==> config.mk <==
export PLATFORM = sky130hd
export DESIGN_NAME = imm_ext_pipe
export DESIGN_NICKNAME = d
export VERILOG_FILES = /design/src/rtl/imm_ext_pkg.sv /design/src/rtl/imm_ext_comb.sv /design/src/rtl/imm_ext_pipe.sv
export SDC_FILE = /design/constraint.sdc
export NUM_CORES = 1
export LEC_CHECK = 0
export ABC_AREA = 1
export CORE_ASPECT_RATIO = 0.75
export CORE_MARGIN = 3
export CORE_UTILIZATION = 40
export CTS_CLUSTER_SIZE = 20
export DETAILED_ROUTE_END_ITERATION = 16
export GPL_ROUTABILITY_DRIVEN = 0
export HOLD_SLACK_MARGIN = 0.06
export PLACE_DENSITY = 0.81
export SYNTH_ARGS = -nofsm -noshare
export SYNTH_HDL_FRONTEND = slang
export SYNTH_SLANG_ARGS = --single-unit
==> constraint.sdc <==
create_clock -name clk -period 1.65 [get_ports clk]
set_input_delay 0.4125 -clock clk [delete_from_list [all_inputs] [get_ports clk]]
set_output_delay 0.4125 -clock clk [all_outputs]
set_load 0.01 [all_outputs]
==> src/rtl/imm_ext_pkg.sv <==
// imm_ext_pkg: extension mode encodings and instruction field positions
package imm_ext_pkg;
    typedef enum logic [2:0] {
        EXT_ZERO   = 3'd0,
        EXT_LUI    = 3'd1,
        EXT_SIGN16 = 3'd2,
        EXT_SIGN9  = 3'd3,
        EXT_BR     = 3'd4,
        EXT_JMP    = 3'd5,
        EXT_SHAMT  = 3'd6,
        EXT_ILL    = 3'd7
    } ext_op_e;
    localparam int IMM16_HI = 15;
    localparam int IMM9_HI  = 8;
    localparam int JMP_HI   = 25;
    localparam int SHAMT_HI = 10;
    localparam int SHAMT_LO = 6;
    localparam int PC_LO    = 28;
endpackage

==> src/rtl/imm_ext_comb.sv <==
// imm_ext_comb: combinational immediate extraction and extension
module imm_ext_comb
    import imm_ext_pkg::*;
#(
    parameter int DATA_W = 32
) (
    input  logic [2:0]        ext_op,
    input  logic [31:0]       instr,
    input  logic [DATA_W-1:0] pc_plus4,
    output logic [DATA_W-1:0] imm,
    output logic              err
);
    // instr[31:26] and the low PC bits never reach the result
    logic unused_bits;
    assign unused_bits = ^{instr[31:JMP_HI+1], pc_plus4[PC_LO-1:0]};
    always_comb begin
        imm = '0;
        err = 1'b0;
        case (ext_op_e'(ext_op))
            EXT_ZERO:   imm = DATA_W'(instr[IMM16_HI:0]);
            EXT_LUI:    imm = DATA_W'($signed({instr[IMM16_HI:0], 16'h0000}));
            EXT_SIGN16: imm = DATA_W'($signed(instr[IMM16_HI:0]));
            EXT_SIGN9:  imm = DATA_W'($signed(instr[IMM9_HI:0]));
            EXT_BR:     imm = DATA_W'($signed({instr[IMM16_HI:0], 2'b00}));
            EXT_JMP:    imm = {pc_plus4[DATA_W-1:PC_LO], instr[JMP_HI:0], 2'b00};
            EXT_SHAMT:  imm = DATA_W'(instr[SHAMT_HI:SHAMT_LO]);
            default:    err = 1'b1;
        endcase
    end
endmodule

==> src/rtl/imm_ext_pipe.sv <==
// imm_ext_pipe: valid/ready pipeline of STAGES registers around imm_ext_comb
module imm_ext_pipe
    import imm_ext_pkg::*;
#(
    parameter int DATA_W = 32,
    parameter int STAGES = 1
) (
    input  logic              clk,
    input  logic              rst_n,
    input  logic              in_valid,
    output logic              in_ready,
    input  logic [2:0]        ext_op,
    input  logic [31:0]       instr,
    input  logic [DATA_W-1:0] pc_plus4,
    input  logic              flush,
    output logic              out_valid,
    input  logic              out_ready,
    output logic [DATA_W-1:0] ext_imm,
    output logic              op_err
);
    localparam int W = DATA_W + 1;
    logic [DATA_W-1:0]          c_imm;
    logic                       c_err;
    logic                       fire;
    logic [STAGES-1:0]          v, ld, src_v;
    logic [STAGES-1:0][W-1:0]   d, src_d;

    imm_ext_comb #(.DATA_W(DATA_W)) u_comb (
        .ext_op   (ext_op),
        .instr    (instr),
        .pc_plus4 (pc_plus4),
        .imm      (c_imm),
        .err      (c_err)
    );

    // a stage may load unless it and every stage downstream are full and stalled
    for (genvar s = 0; s < STAGES; s++) begin : g_ld
        assign ld[s] = out_ready || !(&v[STAGES-1:s]);
    end

    assign in_ready = rst_n && !flush && ld[0];
    assign fire     = in_valid && in_ready;

    if (STAGES == 1) begin : g_one
        assign src_v = fire;
        assign src_d = {c_err, c_imm};
    end else begin : g_many
        assign src_v = {v[STAGES-2:0], fire};
        assign src_d = {d[STAGES-2:0], c_err, c_imm};
    end

    always_ff @(posedge clk) begin
        if (!rst_n || flush) v <= '0;
        else v <= (v & ~ld) | (src_v & ld);
    end

    always_ff @(posedge clk) begin
        for (int i = 0; i < STAGES; i++) begin
            if (ld[i]) d[i] <= src_d[i];
        end
    end

    // reset gates the output so nothing transfers in the reset cycle
    assign out_valid         = rst_n && v[STAGES-1];
    assign {op_err, ext_imm} = out_valid ? d[STAGES-1] : '0;
endmodule

==> run_results.csv, run 1 <==
group,metric,value,unit
floorplanning,chipHeight,69.1,um
pwr,p_leak,1.60,nW
setup_path,crit_top_cell,"nand2_1",
timing,hold_violations,0,
layout,largest_register_ffs,33,
layout,top_regs,"d x33",
setup_path,reg2reg_slack,0.49,ns
layout,drive_gt1_share,21.0,%
global_routing,grt_use_total,19.3,%
synth,ys_warn_count,0,
setup_path,path_cells,"clkdlybuf4s50_1, inv_2, buf_4, nand4_1, nand2_1, nor2_1, nand2_1",
global_routing,gr-usage-met2,31.6,%
synth,synthTopCellsByArea,"edfxtp_1 47%, nor2_1 13%, nand2_1 11%",
timing,max_slew_margin,77.7,%
synth,synth_top_family_by_area,"simple AND/OR/NAND/NOR gates",
synth,synthAdderAreaFrac,0,%
route,firstDrtPassIters,5,
global_routing,antenna_found_initial,0,
timing,worst_slew_pin_slew,0.334,ns
clock_network,cts_buffers,5,
pwr,ir_worst_vdd,0.000382,V
synth,yosysUniqueCellTypes,20,
global_routing,first_global_vias,2066,
timing,final.setup.worst_slack,0.0280,ns
setup_path,crit_fanout,11,
global_routing,use_met3,6.32,%
pwr,combPwrFrac,19.9,%
setup_path,cp-end-kind,"flip-flop",
floorplanning,core_area,0.00501,mm2
synth,synth_compound_area_share,3.36,%
route,dr_total_vias,2134,
synth,synth_mux_area_share,0,%
global_routing,grt_max_degree,34,
job,maxCapViolCount,0,
floorplanning,io_pins,107,
place,place_inst,444,
route,drtIter0Drc,193,
synth,avgSynthCellArea,7.35,um2
setup_path,ff2ff_path_depth,5,
worst_hold_path,min_path_type,"primary input to flip-flop",
clock_network,cts.sinks,34,
clock_network,insertion_delay,0.29,ns
synth,seq_area_frac_synth,47.6,%
layout,nets,452,
timing,rsz0062_at_grt,"yes",
synth,synth_flop_cell,"edfxtp_1",
synth,async_flop_share,0,%
clock_network,clk_pin_slew,0.07,ns
route,antenna_left,0,
setup_path,worstSetupStartpointType,"primary input",
synth,synth_xor_area_share,0,%
floorplanning,initial_core_util,42.4,%
synth,yosys.area.top_type,"edfxtp_1",
floorplanning,rows,22,
timing,fin_skew,0.00616,ns
route,wire_per_inst,12.9,um
pwr,p_per_area,691,mW/mm2
setup_path,required,1.69,ns
synth,yosys.cell_count.top_type,"nor2_1",
global_routing,overflow,0,
timing,setup_tns,0,ns
worst_hold_path,hold_depth,4,
synth,ys_seq_elements,34,
global_routing,grt.busiest_layer,"met2",
timing,fin_crit,1.62,ns
timing,setup_viol,0,
setup_path,slowest_stage,"clkdlybuf4s50_1",
route,remaining_drc_errors,0,
outcome,status,"completed",
layout,top_register,"d",
place,io_buffers,72,
setup_path,timing.rr.end,"d[23]",
clock_network,cts-root-buf,"clkbuf_8",
worst_hold_path,hold_start,"rst_n",
clock_network,hold_buffers,0,
setup_path,critical-path-max-stage-delay,0.56,ns
synth,syn_area,0.00212,mm2
synth,synthSimpleGateAreaFrac,33.6,%
setup_path,critPathKind,"primary input to flip-flop",
clock_network,post-cts-setup-buffers,0,
clock_network,ctsLongestPathBuffers,2,
synth,syn_inst,289,
clock_network,cts_tree,"yes",
pwr,intPower,1.53,mW
pwr,switchingPower,545,uW
route,vias_per_cell,4.71,
pwr,p_clk_share,28.3,%
place,place_ws,-0.623,ns
timing,clock.fmax,617,MHz
place,hpwl,4300,um
layout,final_cell_count_no_fill,453,
global_routing,grt_util_met1,25.0,%
synth,synth_edf_count,33,
pwr,seqPwrFrac,51.7,%
floorplanning,die_area,0.00623,mm2
timing,slew_violations,0,
floorplanning,die-width,90.2,um
timing,fin_crit_sh,98.3,%
layout,syn_to_final_growth,41.5,%
global_routing,grt_pass1_wl,9650,um
synth,synthTopCellsByCount,"74 x nor2_1, 61 x nand2_1, 57 x inv_1",
synth,netlist.area_leader.share,46.6,%
setup_path,worstPathArrival,1.66,ns
route,wl,5830,um
pwr,swShare,26.3,%
layout,diodes,0,
synth,synth_fp_nets,361,
clock_network,cts_max_level,2,
-- power groups by stage --
stage,clock network (mW),registers [mW],logic [mW]
floorplan,0,1.08,0.205
global route,0.647,1.08,0.461
finish,0.588,1.07,0.414
CTS,0.603,1.07,0.412
detailed placement,0,1.09,0.410
global placement,0,1.09,0.400
-- worst max path at each step --
| stage | end | slack [ns] | cells after the start | from |
|---|---|---|---|---|
| global placement | ext_imm[24] | -0.61 | 5 | rst_n |
| global route | ext_imm[11] | -0.003 | 4 | flip-flop |
| finish | d[30] | 0.03 | 7 | ext_op[1] |
| detailed placement | ext_imm[11] | -0.62 | 5 | rst_n |
| floorplan | d[0] | 0.15 | 2 | out_ready |
| CTS | ext_imm[7] | 0.01 | 4 | flip-flop |
-- metrics by stage --
| stage | cell area, um2 | util, % | total power, mW | hold WS [ns] |
|---|---|---|---|---|
| after CTS | 3100 | 61.8 | 2.09 | 0.588 |
| after detailed placement | 3030 | 60.5 | 1.50 | 0.678 |
| after global placement | 3030 | 60.5 | 1.49 | 0.667 |
| after global routing | 3010 | 60.0 | 2.19 | 0.611 |
| final | 3010 | 60.0 | 2.08 | 0.597 |
| after floorplan | 2120 | - | 1.29 | 0.533 |
-- worst max-delay path: cells and delay by family --
kind,cells,cell delay (ns)
and+or+nand+nor,4,0.36
buffers and inverters,3,0.89
-- logic make-up after synthesis --
logic type             Yosys count
AO/OA/AOI/OAI                   14
buffers and inverters           72
flip-flops                      34
AND/OR/NAND/NOR                169
-- cell usage in the layout (no fill, tap or decap), drive strengths merged --
cell type,instances
a21oi,7
buf,46
clkbuf,17
clkdlybuf4s15,2
clkdlybuf4s50,36
clkinv,2
clkinvlp,1
dfxtp,1
edfxtp,33
inv,60
nand2,64
nand3,16
nand4,13
nor2,76
o21ai,6
o22ai,1
-- per-layer routing --
metal	wire (um)	share of wire, %	up-vias
met1	2450	42	922
met3	588	10	11
met2	2710	47	130
met4	81	1.4	0
li1	-	-	1071
met5	0	0	-
-- layout make-up --
| cell class | count | area, um2 |
|---|---|---|
| Fill cell | 474 | 2000 |
| Tap cell | 72 | 90.1 |
| Clock inverter | 3 | 16.3 |
| Clock buffer | 5 | 68.8 |
| Timing Repair Buffer | 96 | 777 |
| Multi-Input combinational cell | 183 | 816 |
| Sequential cell | 34 | 1010 |
| Inverter | 60 | 225 |
-- repair_timing --
| item | CTS | global route |
|---|---|---|
| setup endpoints to repair | 35 | 35 |
| gates cloned | 1 | 0 |
| pin swaps | 1 | 0 |
| gates resized for setup | 115 | 23 |
(Power assumes the default switching activity.)
==> inputs of run 2 (changes only) <==
- CTS_CLUSTER_SIZE: 20 -> default
==> results of run 2 <==
No change in the layout: final DEF, timing and power equal those of run 1.
==> inputs of run 3 (changes only) <==
--- a/constraint.sdc
+++ b/constraint.sdc
@@ -3,2 +3,2 @@
 set_output_delay 0.4125 -clock clk [all_outputs]
-set_load 0.01 [all_outputs]
+set_load 0.005 [all_outputs]
==> run 3 against run 2 <==
Effect of this change:
- die area did not move
- routed wire length rose by 3.0%
- first-iteration DRC count up 17%
- largest cell class unchanged
- largest power group unchanged
==> run_results.csv, run 3 (synthesis gave the netlist of run 1 again) <==
group,metric,value,unit
floorplanning,chipHeight,69.1,um
place,place_inst,444,
layout,multi_input_area,891,um2
global_routing,grt_use_total,19.4,%
layout,largest_register_ffs,33,
place,hpwl,4230,um
floorplanning,rows,22,
timing,setup_tns,0,ns
floorplanning,initial_core_util,42.4,%
timing,hold_violations,0,
worst_hold_path,hold_start,"rst_n",
layout,fillers,450,
layout,layout_commonest_cell,"nand2_1",
route,firstDrtPassIters,5,
timing,fin_skew,0.00636,ns
setup_path,path_cells,"nand2_4, buf_16, buf_12, nor2_4, buf_2",
clock_network,ctsLongestPathBuffers,2,
outcome,status,"completed",
clock_network,cts_buffers,5,
place,io_buffers,72,
global_routing,antenna_found_initial,0,
pwr,p_per_area,681,mW/mm2
setup_path,worstSetupStartpointType,"flip-flop",
setup_path,cp-end-kind,"output pin",
clock_network,cts_tree,"yes",
timing,fin_crit_sh,100,%
clock_network,cts-root-buf,"clkbuf_8",
worst_hold_path,min_path_type,"primary input to flip-flop",
timing,setup_viol,0,
setup_path,timing.rr.end,"d[24]",
layout,regArea,0.00101,mm2
clock_network,cts_max_level,2,
clock_network,insertion_delay,0.30,ns
route,dr_total_vias,2155,
timing,slew_violations,0,
global_routing,first_global_vias,1964,
worst_hold_path,hold_depth,5,
setup_path,worstPathArrival,1.24,ns
clock_network,clk_pin_slew,0.07,ns
timing,rsz0062_at_grt,"yes",
route,vias_per_cell,4.73,
timing,clock.fmax,606,MHz
setup_path,slowest_stage,"dfxtp_2",
layout,syn_to_final_growth,50.2,%
timing,worst_slew_pin_slew,0.342,ns
global_routing,grt_max_degree,34,
setup_path,reg2reg_slack,0.47,ns
setup_path,critical-path-max-stage-delay,0.36,ns
pwr,p_leak,1.63,nW
job,maxCapViolCount,0,
setup_path,ff2ff_path_depth,5,
setup_path,critPathKind,"flip-flop to output pin",
layout,layout_common_cells,"60 x nand2_1, 57 x inv_1, 57 x nor2_1",
setup_path,required,1.24,ns
floorplanning,core_area,0.00501,mm2
layout,diodes,0,
layout,top_regs,"d x33",
pwr,power.total,2.17,mW
route,remaining_drc_errors,0,
global_routing,overflow,0,
layout,final_cell_count_no_fill,456,
floorplanning,die_area,0.00623,mm2
route,drtIter0Drc,225,
global_routing,grt_pass1_wl,9630,um
route,antenna_left,0,
floorplanning,io_pins,107,
timing,fin_crit,1.65,ns
route,wire_per_inst,13.2,um
layout,drive_gt1_share,25.5,%
pwr,ir_worst_vdd,0.000310,V
setup_path,crit_fanout,8,
route,wl,6010,um
floorplanning,die-width,90.2,um
clock_network,cts.sinks,34,
timing,max_slew_margin,77.2,%
layout,nets,455,
layout,top_register,"d",
## run 3: repair_timing
item	4_1_cts	5_1_grt
gates resized for setup	134	31
buffers inserted	3	0
hold buffers	0	0
pin swaps	2	2
endpoints found under the setup margin	35	42
cloned	1	1
## run 3: worst max-delay path: cells and delay by family (launching register included)
family	cells	cell delay, ns
buffers and inverters	3	0.41
DFF	1	0.36
and+or+nand+nor	2	0.17
## run 3: metal layers
metal	GRT usage [%]	wire length, um	vias to the layer above	share of wire, %
li1	-	-	1079	-
met1	25.9	2650	959	44
met2	30.4	2800	108	47
met3	5.78	477	9	7.9
met4	5.77	82	0	1.4
met5	0	0	-	0
## run 3: worst max-delay path by stage
stage          cells after the start  slack [ns]     endpoint
4_1_cts                            5        -0.1  ext_imm[28]
3_5_place_dp                       5       -0.57  ext_imm[29]
3_3_place_gp                       5       -0.57  ext_imm[24]
2_1_floorplan                      2        0.15         d[0]
5_1_grt                            5       -0.03   ext_imm[9]
6_report                           5     0.00008  ext_imm[24]
## run 3: power by group
group	total (mW)	switching (mW)	leakage (nW)	internal, mW
Combinational	0.439	0.235	1.20	0.204
Clock	0.660	0.325	0.0472	0.335
Sequential	1.07	0.0242	0.381	1.05
Total	2.17	0.584	1.63	1.59
## run 3: stage by stage
stage / hold WS [ns] / util, % / cell area (um2) / worst slack (ns)
global route: 0.706 / 63.7 / 3190 / -0.0290
finish: 0.674 / 63.7 / 3190 / 0.0000751
CTS: 0.656 / 61.7 / 3090 / -0.0981
floorplan: 0.533 / - / 2120 / 0.148
detailed placement: 0.687 / 60.5 / 3030 / -0.568
global placement: 0.665 / 60.5 / 3030 / -0.568
## run 3: area by class of cell
cell class	count	share of cell area [%]
timing repair buffer	99	27.5
clock buffer	6	2.59
clock inverter	2	0.392
tap	72	2.82
inverter	60	7.06
sequential	34	31.7
multi-input combinational	183	27.9
